$ cat config.mk
export PLATFORM = sky130hd
export DESIGN_NAME = prod_accum
export DESIGN_NICKNAME = d
export VERILOG_FILES = /design/src/rtl/prod_accum_pkg.sv /design/src/rtl/acc_add_sat.sv /design/src/rtl/prod_accum.sv
export SDC_FILE = /design/constraint.sdc
export NUM_CORES = 1
export LEC_CHECK = 0
export BUFFER_PORTS_ARGS = -buffer_cell sky130_fd_sc_hd__buf_2
export CELL_PAD_IN_SITES_DETAIL_PLACEMENT = 0
export CELL_PAD_IN_SITES_GLOBAL_PLACEMENT = 1
export CORE_MARGIN = 4
export CORE_UTILIZATION = 36
export CTS_BUF_LIST = sky130_fd_sc_hd__clkbuf_4 sky130_fd_sc_hd__clkbuf_8 sky130_fd_sc_hd__clkbuf_16
export CTS_CLUSTER_SIZE = 14
export DETAILED_ROUTE_END_ITERATION = 12
export PLACE_DENSITY_LB_ADDON = 0.1
export SLEW_MARGIN = 10
export SYNTH_ARGS = -nofsm -noshare
export SYNTH_HDL_FRONTEND = slang
export SYNTH_SLANG_ARGS = --single-unit
export TNS_END_PERCENT = 1
$ cat constraint.sdc
create_clock -name clk -period 2.1 [get_ports clk]
set_input_delay 0.105 -clock clk [delete_from_list [all_inputs] [get_ports clk]]
set_output_delay 0.105 -clock clk [all_outputs]
set_load 0.03 [all_outputs]
$ cat src/rtl/prod_accum_pkg.sv
// Shared types and sizing helpers for the product accumulator.
package prod_accum_pkg;

  // Legacy state encodings, kept as named constants so existing decode logic can reuse them.
  localparam logic [1:0] ST_IDLE  = 2'd0;
  localparam logic [1:0] ST_ACCUM = 2'd1;
  localparam logic [1:0] ST_HOLD  = 2'd2;

  typedef enum logic [1:0] {
    IDLE  = ST_IDLE,
    ACCUM = ST_ACCUM,
    HOLD  = ST_HOLD
  } state_t;

  localparam int unsigned PW_DEF    = 8;
  localparam int unsigned LEN_DEF   = 16;
  localparam int unsigned ACC_W_DEF = 12;
  localparam int unsigned CW_DEF    = 5;

  // Legal sizing: accumulator at least as wide as a product, and the term counter
  // able to represent LEN (1..2^CW-1).
  function automatic bit sizes_ok(input int unsigned pw, input int unsigned len,
                                  input int unsigned acc_w, input int unsigned cw);
    longint unsigned span;
    span = 64'd1 << cw;
    return (acc_w >= pw) && (len >= 1) && (cw < 32) && (span > longint'(len));
  endfunction

  localparam bit ACC_W_COVERS_PW = (ACC_W_DEF >= PW_DEF);
  localparam bit CW_COVERS_LEN   = ((64'd1 << CW_DEF) > LEN_DEF);
  localparam bit DEF_SIZES_OK    = sizes_ok(PW_DEF, LEN_DEF, ACC_W_DEF, CW_DEF);

endpackage

$ cat src/rtl/acc_add_sat.sv
// Combinational accumulate step: acc + zero-extended product.
// With PROD_ACC_SAT_EN defined the sum clamps to all-ones on carry out and ovf
// reports the carry; otherwise the sum wraps and ovf is constant 0.
module acc_add_sat #(
  parameter int unsigned PW    = 8,
  parameter int unsigned ACC_W = 12
) (
  input  logic [ACC_W-1:0] acc,
  input  logic [PW-1:0]    prod,
  output logic [ACC_W-1:0] sum,
  output logic             ovf
);

`ifdef PROD_ACC_SAT_EN
  logic [ACC_W:0] wide;

  // Add one bit wider so the carry out marks overflow, then clamp.
  always_comb begin
    wide = {1'b0, acc} + (ACC_W+1)'(prod);
    ovf  = wide[ACC_W];
    sum  = ovf ? '1 : wide[ACC_W-1:0];
  end
`else
  // Modular add; overflow is not reported when wrapping.
  always_comb begin
    sum = acc + ACC_W'(prod);
    ovf = 1'b0;
  end
`endif

endmodule

$ cat src/rtl/prod_accum.sv
// Product accumulator: sums a group of multiplier products (closed by in_last or
// after LEN beats) and holds the result until the sink accepts it.
// Optional saturation and overflow reporting: define PROD_ACC_SAT_EN.
module prod_accum
  import prod_accum_pkg::*;
#(
  parameter int unsigned PW    = 8,
  parameter int unsigned LEN   = 16,
  parameter int unsigned ACC_W = 12,
  parameter int unsigned CW    = 5
) (
  input  logic             clk,
  input  logic             rst,
  input  logic             clr,
  input  logic             in_valid,
  output logic             in_ready,
  input  logic [PW-1:0]    in_prod,
  input  logic             in_last,
  output logic             out_valid,
  input  logic             out_ready,
  output logic [ACC_W-1:0] out_sum,
  output logic [CW-1:0]    out_cnt,
  output logic             out_ovf
);

  if (!sizes_ok(PW, LEN, ACC_W, CW)) begin : g_bad_sizes
    $error("prod_accum: illegal sizing (need ACC_W >= PW, 1 <= LEN < 2**CW)");
  end

  state_t           state;
  logic [ACC_W-1:0] acc;
  logic [CW-1:0]    cnt;
  logic [ACC_W-1:0] add_sum;
  logic             add_ovf;
  logic             accept;
  logic             closes;

  acc_add_sat #(.PW(PW), .ACC_W(ACC_W)) u_add (
    .acc  (acc),
    .prod (in_prod),
    .sum  (add_sum),
    .ovf  (add_ovf)
  );

  assign in_ready  = (state != HOLD);
  assign out_valid = (state == HOLD);
  assign accept    = in_valid && in_ready;
  assign closes    = in_last || (cnt == CW'(LEN - 1));

  // Group FSM, running sum/count and result registers; clr aborts like reset.
  always_ff @(posedge clk) begin
    if (rst || clr) begin
      state   <= IDLE;
      acc     <= '0;
      cnt     <= '0;
      out_sum <= '0;
      out_cnt <= '0;
    end else begin
      case (state)
        IDLE, ACCUM: begin
          if (accept) begin
            if (closes) begin
              out_sum <= add_sum;
              out_cnt <= cnt + CW'(1);
              acc     <= '0;
              cnt     <= '0;
              state   <= HOLD;
            end else begin
              acc     <= add_sum;
              cnt     <= cnt + CW'(1);
              state   <= ACCUM;
            end
          end
        end
        HOLD: begin
          if (out_ready) state <= IDLE;
        end
        default: state <= IDLE;
      endcase
    end
  end

`ifdef PROD_ACC_SAT_EN
  logic ovf_sticky;
  logic out_ovf_q;

  // Sticky overflow across the group, latched into the result on the closing beat.
  always_ff @(posedge clk) begin
    if (rst || clr) begin
      ovf_sticky <= 1'b0;
      out_ovf_q  <= 1'b0;
    end else if (accept) begin
      if (closes) begin
        out_ovf_q  <= ovf_sticky | add_ovf;
        ovf_sticky <= 1'b0;
      end else begin
        ovf_sticky <= ovf_sticky | add_ovf;
      end
    end
  end

  assign out_ovf = out_ovf_q;
`else
  // The adder drives ovf constant 0 when wrapping.
  assign out_ovf = add_ovf;
`endif

endmodule
-- After elaboration in Yosys (flattened, before gate mapping)
Index checks and enable logic that the tools add are counted.
- add/subtract/negate cells: 2
- multipliers: 0
- div/mod/pow operators: 0
- order comparisons: 0
- equal/unequal tests: 6
- shift operators: 0
- multiplexer cells: 6
- bitwise logic cells: 0
- reduce and logical (&&, ||, !) cells: 8
- operators with widths (kind ; count):
    $add 12x8->12 ; 1
    $mux 12 ; 1
    $mux 2 ; 3
    $add 5x1->5 const B ; 1
    $eq 5x4->1 const B ; 1
    $mux 5 ; 1
    $ne 2x2->1 const B ; 2
    $pmux 2 s2 ; 1
    $reduce_and 2->1 ; 2
    $reduce_and 3->1 ; 1
    $eq 2x1->1 const B ; 1
    $eq 2x2->1 const B ; 1
    $logic_not 2->1 ; 1
    $logic_or 1x1->1 ; 2
    $ne 2x1->1 const B ; 1
    $reduce_or 2->1 ; 1
    $logic_and 1x1->1 ; 1
- flip-flop bits (word level): 36
- latch bits: 0
- RAM bits: 0
- ROM bits: 0
- input bits: 14
- output and inout port bits: 20
- memories kept: 0

-- Longest topological paths before layout
Gate-level depths: netlist of the first run.
- depth after elaboration: 5
- gate-level depth with buffers: 9

-- Hierarchy
Synthesis of the first run repeated with hierarchy kept, for this count alone.
- cell total of the unflattened synthesis: 227
- area total of the unflattened synthesis: 1931.9 um^2
- modules (own cells, without submodules) (module ; times used ; cells each ; area an instance (um^2) ; sequential area each (um^2)):
    prod_accum ; 1 ; 156 ; 1403.8 ; 720.7
    acc_add_sat ; 1 ; 71 ; 528.0 ; 0.0

-- Worst setup path after synthesis of the first run
OpenSTA, ideal clock, no wires.
- path kind: flip-flop to flip-flop
- from: reg acc[0]
- to: reg acc[10]
- library setup time: 73 ps
- arrival time: 1976 ps
- required time: 2027 ps
- slack: 51 ps
- stages on the path, launching flop included: 9
- clock period less this slack: 2049 ps
- path through: dfxtp_1 ha_1 fa_1 a211oi_2 o21ai_2 a221oi_4 nor2_2 o211a_1 nor3_2
- word-level cells in the longest chain between the ends: 2
- ends and longest elaborated chain (element ; RTL line ; RTL):
    start: declaration ; prod_accum.sv:31 ; logic [ACC_W-1:0] acc;
    start signal: assignment ; prod_accum.sv:69 ; acc <= add_sum;
    $add 12x8->12 ; acc_add_sat.sv:26 ; sum = acc + ACC_W'(prod);
    $mux 12 ; prod_accum.sv:62 ; if (closes) begin
No other way between the ends.
A chain may end at the register's enable or synchronous reset.

-- Worst setup path in the final report of the first run
Same ends and word-level chain as after synthesis.

==> impl_results.md, run 1 <==
- Status: finished, final reports clean
- Synth warn: 0
- Routed WL per cell: 13.5 µm
- Fin cells: 318
- Minimum clock period: 2040 ps
- Num rows: 25
- Via count: 1557
- Sink Count: 36
- Yosys top cell by area: dfxtp_1
- DP Cell Count: 311
- Gr usage total: 0.150
- Crit path launch type: flop
- DR iter-0 viols: 83
- Part of the power in combinational logic: 0.137
- Post-synth EDFFs: 0
- Power Dens Cells: 633 nW/µm²
- M1 WL: 2130 µm
- Worst hold slack: 85.6 ps
- Worst-Margin Slew: 620 ps
- Relative slew slack: 0.585
- Max Clock Skew: 5.12 ps
- Async SR Flop Fraction: 0
- Sequential Power Share: 0.513
- Largest net degree at the start of global routing: 22
- DR WL met2: 1920 µm
- FF/Latch Area: 722 µm²
- CP Capture Type: flop
- Most frequent cells in the layout: dfxtp_1, buf_2, nand2_1
- Clock share of power: 0.350
- Fin. Hold Viols: 0
- Crit Path Class: reg -> reg
- CTS max path bufs: 2
- Final HPWL DP: 3080 µm
- Initial antenna violation count: 0
- Via density: 4.90
- Worst min path class: in -> reg
- Antenna diode count: 0
- CTS Hold Bufs: 0
- Die Ht: 78.5 µm
- Share of layout cells above drive strength 1: 0.259
- PortBufs: 32
- Area of the core: 4750 µm²
- Final worst path period share: 0.970
- Starting Density: 0.376
- RD Place Congestion: 0.765
- Multi-input logic area: 1020 µm²
- Pre-CTS setup slack: -45.0 ps
- P_int: 0.00100 W
- Post-layout util: 0.456
- CTS tree: built
- Commonest non-fill, non-tap cell in the layout: dfxtp_1
- Crit path DAT: 2250 ps
- CTS Buf Count: 5
- Grt total ovfl: 0
- DRT Pass-1 Iters: 4
- Final net count: 276
- Crit path max fanout: 4
- Top layer in use: met4
- Post-synth net total: 237
- Clk root buf: clkbuf_8
- Highest clock rate: 491 MHz
- Vias in the first global route: 1471
- Fill cell count: 508
- Clock transition at path regs: 70 ps
- Switch Pwr: 0.000367 W
- Area growth syn-to-layout: 21.1%
- Register bit total from synthesis: 36
- Detail Route Antenna Nets: 0
- Routed wl met3: 199 µm
- Setup slack after layout: 62.0 ps
- Synth unique cells: 40
- Count of final setup violators: 0
- RSZ-0062 raised after global routing: yes
- Worst endpoint required time: 2310 ps
- Io pins: 34
- Avg Cell Area, Syn: 8.43 µm²
- Leakage: 0.898 nW
- Die area: 6160 µm²
- Die width: 78.5 µm
- Synth area leaders: dfxtp_1, a21oi_1, ha_1
- Post-Syn Area: 1790 µm²
- Postcts setup bufs: 0
- Post-Syn Instances: 212
- Total of max-cap violations: 0
- Sw Share: 0.268
- Maximum VDD drop: 0.000407 V
- Seq/Total Area, Yosys: 0.403
- H-tree depth: 2
- Worst-Skew Late Latency: 280 ps
- Slew Limit Fails: 0
- First-pass GRT wire length: 7230 µm
- Area share of the largest cell type after synthesis: 0.403
- Post-synth top flop: dfxtp_1
- Final wirelength: 4280 µm
- Residual DRC: 0
power by group through the flow:
stage	sequential (W)	combinational, W	clock [W]
after floorplan	0.000735	0.000109	0
after global placement	0.000719	0.000189	0
after detailed placement	0.000719	0.000188	0
after CTS	0.000703	0.000189	0.000495
after global routing	0.000705	0.000209	0.000542
final	0.000704	0.000188	0.000479
final cells by class:
class                           instances  share of cell area
Clock buffer                            6              0.0352
Multi-Input combinational cell        162               0.471
Tap cell                               67              0.0387
Inverter                                2             0.00347
Clock inverter                          1             0.00231
Timing Repair Buffer                   44               0.116
Sequential cell                        36               0.333
path summary, 6_finish.rpt:
check | start | endpoint | slack, ps | depth (start not counted)
max reg2reg | acc[0] | acc[10] | 60 | 8
min reg2reg | out_sum[1] | out_sum[1] | 450 | 2
min | out_ready | state[1] | 90 | 3
max | acc[0] | acc[10] | 60 | 8
state kept, by name, summed over array words and instances, names as in the netlist:
name	flops
out_sum	12
acc	12
cnt	5
out_cnt	5
state	2
Yosys cell counts (2+ instances only):
library cell	instances
a211oi_1	4
a21o_1	2
a21o_2	2
a21oi_1	25
a22oi_1	7
a31oi_1	2
and2_1	2
buf_1	2
buf_2	4
clkbuf_1	5
dfxtp_1	36
ha_1	10
inv_1	2
nand2_1	26
nand2b_1	3
nand3_1	10
nor2_1	25
nor2b_1	2
nor3_1	3
nor3_2	2
o211ai_1	3
o21ai_0	7
or3_1	2
xnor2_1	6
xor2_1	5
critical path, stage by stage, from the launching register on:
cell	delay [ps]
dfxtp_2	330
ha_4	160
fa_2	400
a211oi_2	210
o21ai_2	100
a221oi_4	350
nor2_2	100
o211a_1	220
nor3_2	100
logic make-up (layout without fill, tap and decap cells):
kind of cell             count (synthesis)  after routing  share of synthesized area
AO/OA/AOI/OAI                           58             58                      0.216
XOR/XNOR                                11             11                     0.0539
adder cells (fa/ha/maj)                 11             11                     0.0812
buffers and inverters                   14             53                     0.0343
flip-flops                              36             36                      0.403
other                                    1              1                    0.00210
AND/OR/NAND/NOR                         81             81                      0.210
timing repair:
item / in CTS / in global routing
endpoints found under the setup margin: 1 / 3
resized for setup: 1 / 3
pin swaps: 1 / 8
through the flow:
| step | power (W) | TNS [ps] | area (µm²) |
|---|---|---|---|
| 4_1_cts | 0.00139 | 0 | 2150 |
| 6_report | 0.00137 | 0 | 2170 |
| 3_3_place_gp | 0.000908 | -13.5 | 2070 |
| 3_5_place_dp | 0.000907 | -45.0 | 2070 |
| 5_1_grt | 0.00146 | -46.6 | 2170 |
| 2_1_floorplan | 0.000844 | 0 | 1790 |
per-layer routing:
metal  vias to the layer above  GRT usage
li1                        822          -
met1                       702      0.204
met2                        29      0.231
met3                         4     0.0493
met4                         0     0.0315
met5                         -          0
Power figures use the tool's default switching activity.
==> inputs of run 2 (changes only) <==
--- a/config.mk
+++ b/config.mk
@@ -9,7 +9,7 @@
 export CELL_PAD_IN_SITES_DETAIL_PLACEMENT = 0
 export CELL_PAD_IN_SITES_GLOBAL_PLACEMENT = 1
 export CORE_MARGIN = 4
-export CORE_UTILIZATION = 36
+export CORE_UTILIZATION = 37
 export CTS_BUF_LIST = sky130_fd_sc_hd__clkbuf_4 sky130_fd_sc_hd__clkbuf_8 sky130_fd_sc_hd__clkbuf_16
 export CTS_CLUSTER_SIZE = 14
 export DETAILED_ROUTE_END_ITERATION = 12
@@ -17,5 +17,6 @@
 export SLEW_MARGIN = 10
 export SYNTH_ARGS = -nofsm -noshare
 export SYNTH_HDL_FRONTEND = slang
+export SYNTH_HIERARCHICAL = 1
 export SYNTH_SLANG_ARGS = --single-unit
 export TNS_END_PERCENT = 1
==> run 2 against run 1 <==
Against the previous run:
- combinational power increased by 4%
- cell count increased by 4.4%
- critical path type unchanged
- critical endpoint is now out_sum[8]
- largest power group unchanged
- sequential power about the same
- largest cell class unchanged
- maximum frequency decreased by 1.3%
- count of clock-buffer cells in the layout increased by 1
==> impl_results.md, run 2 <==
- Status: finished, final reports clean
- Worst-Margin Slew: 733 ps (+113 ps)
- DR iter-0 viols: 133 (+60%)
- Fin cells: 332 (+4.4%)
- Postcts setup bufs: 0 (unchanged)
- Synth warn: 6 (+6)
- Yosys top cell by area: dfxtp_1
- Io pins: 34 (unchanged)
- Count of final setup violators: 0 (unchanged)
- Count leader, synth: dfxtp_1
- Minimum clock period: 2060 ps (+26.2 ps)
- Post-layout util: 0.451 (-0.00434)
- Switch Pwr: 0.000380 W (+3.5%)
- Area share of the largest cell type after synthesis: 0.373 (-0.0300)
- Crit Path Class: reg -> reg
- Area of the core: 5070 µm² (+6.7%)
- PortBufs: 32 (unchanged)
- Routed WL per cell: 14.3 µm (+6.0%)
- Worst min path class: in -> reg
- CP Capture Type: flop
- CTS max path bufs: 2 (unchanged)
- Worst endpoint required time: 2310 ps (about the same)
- CTS Buf Count: 5 (unchanged)
- Post-synth net total: 252 (+6.3%)
- Final HPWL DP: 3330 µm (+8.3%)
- Largest registers: acc (12), out_sum (12)
- First-pass GRT wire length: 8090 µm (+12%)
- Sw Share: 0.265 (-0.00305)
- CTS tree: built
- Share of layout cells above drive strength 1: 0.252 (-0.00706)
- Max Clock Skew: 10.3 ps (+5.14 ps)
- Clock share of power: 0.375 (+0.025)
- Part of the power in combinational logic: 0.136 (about the same)
- Most frequent cells in the layout: dfxtp_1, buf_2, a21oi_1
- Synth unique cells: 45 (+13%)
- Via density: 5.24 (+7.1%)
- Crit path max fanout: 4 (unchanged)
- Gr usage total: 0.161 (+0.0109)
- RD Place Congestion: 0.725 (-5.3%)
- Clock transition at path regs: 70 ps (about the same)
- Sequential Power Share: 0.489 (-0.024)
- Vias in the first global route: 1652 (+12%)
- Worst-Skew Late Latency: 290 ps (about the same)
- Async SR Flop Fraction: 0 (unchanged)
- Register bit total from synthesis: 36 (unchanged)
- Final wirelength: 4740 µm (+11%)
- Crit path launch type: flop
- Die width: 80.3 µm (+2.3%)
- Synth area leaders: dfxtp_1, a21oi_1, ha_1
- Power Dens Cells: 627 nW/µm² (-0.97%)
- Relative slew slack: 0.511 (-0.0740)
- Detail Route Antenna Nets: 0 (unchanged)
- Die area: 6440 µm² (+4.6%)
- Final net count: 287 (+4.0%)
- Maximum VDD drop: 0.000439 V (+7.9%)
- Antenna diode count: 0 (unchanged)
- DP Cell Count: 325 (+4.5%)
- Via count: 1741 (+12%)
- Starting Density: 0.381 (+0.00462)
- Grt total ovfl: 0 (unchanged)
- DRT Pass-1 Iters: 4 (unchanged)
- Commonest non-fill, non-tap cell in the layout: dfxtp_1
- Leakage: 0.940 nW (+4.7%)
- Fin. Hold Viols: 0 (unchanged)
- Highest clock rate: 484 MHz (-1.3%)
- Residual DRC: 0 (unchanged)
- Sink Count: 36 (unchanged)
- Clk root buf: clkbuf_8
- Most frequent cells after synthesis: dfxtp_1, a21oi_1, nor2_1
- CTS Hold Bufs: 0 (unchanged)
- Post-Syn Area: 1930 µm² (+8.0%)
- Largest net degree at the start of global routing: 37 (+68%)
- Slew Limit Fails: 0 (unchanged)
- Crit path DAT: 2270 ps (+20 ps)
- Total of max-cap violations: 0 (unchanged)
- Num rows: 26 (+4.0%)
- Post-synth EDFFs: 0 (unchanged)
- Avg Cell Area, Syn: 8.51 µm² (+0.91%)
- H-tree depth: 2 (unchanged)
- Post-Syn Instances: 227 (+7.1%)
- Post-synth top flop: dfxtp_1
- Die Ht: 80.3 µm (+2.3%)
- RSZ-0062 raised after global routing: yes
- Final worst path period share: 0.983 (+0.0125)
- Seq/Total Area, Yosys: 0.373 (-0.0300)
- Overall Power: 0.00144 W (+4.7%)
- Initial antenna violation count: 0 (unchanged)
- Area growth syn-to-layout: 18.5%
- P_int: 0.00105 W (+5.1%)
- Fill cell count: 531 (+4.5%)
[run 2: changes by cell type after synthesis, sizes merged, moves of 4 or more]
cell | previous run | this run
a211oi | 5 | 9
a22oi | 7 | 14
inv | 2 | 7
nand2 | 26 | 8
nand3 | 10 | 17
o21ai | 8 | 19
[run 2: metrics by stage]
step | setup TNS [ps] | cell area (µm²) | hold WS (ps) | setup slack [ps]
floorplan | 0 | 1930 | 328 | 91.3
global placement | -39.5 | 2180 | 429 | -39.5
detailed placement | -58.1 | 2180 | 431 | -58.1
CTS | 0 | 2280 | 129 | 9.74
global route | -288 | 2290 | 149 | -100
finish | 0 | 2290 | 137 | 35.8
[run 2: cells by family (layout without fill, tap and decap cells)]
| kind of cell | count (synthesis) | after routing | synth area share |
|---|---|---|---|
| xor+xnor | 8 | 8 | 0.0363 |
| flops | 36 | 36 | 0.373 |
| mux | 2 | 2 | 0.0110 |
| fa+ha+maj | 11 | 11 | 0.0751 |
| simple gates | 68 | 68 | 0.177 |
| compound gates | 79 | 79 | 0.269 |
| buf+inv | 22 | 57 | 0.0564 |
| other cells | 1 | 1 | 0.00194 |
[run 2: worst paths after layout]
path / start / to / slack, ps / depth (start not counted)
max: acc[0] / out_sum[8] / 40 / 8
min: out_ready / state[1] / 140 / 3
max reg2reg: acc[0] / out_sum[8] / 40 / 8
min reg2reg: out_sum[10] / out_sum[10] / 470 / 2
[run 2: power groups by stage]
stage,combinational (W),clock [W],sequential [W]
after detailed placement,0.000194,0,0.000717
final,0.000195,0.000539,0.000701
after CTS,0.000195,0.000553,0.000701
after floorplan,0.000127,0,0.000729
after global placement,0.000194,0,0.000717
after global routing,0.000217,0.000585,0.000703
[run 2: what timing repair did]
action                     in CTS  in global routing
setup endpoints to repair       3                 19
resized for setup               1                  3
pin swaps                       1                  0
[run 2: area by class of cell]
class	count	area, µm²	area share
multi-input combinational	169	1110	0.487
sequential	36	722	0.315
timing repair buffer	43	243	0.106
clock buffer	7	96.3	0.0421
tap	70	87.6	0.0383
inverter	7	26.3	0.0115
[run 2: critical path, cell delays in order (launching register included)]
cell and delay [ps]:
dfxtp_1 320, ha_1 220, fa_2 400, a211oi_4 250, o21ai_2 120, a2111oi_2 290, nand4b_1 180, nand3_1 90
a21oi_1 130
[run 2: routing by layer]
metal,GRT usage,part of all wire,vias up
met5,0,0,-
met4,0.0456,0.0076,0
met3,0.0370,0.044,5
met2,0.250,0.45,43
met1,0.221,0.50,801
li1,-,-,892
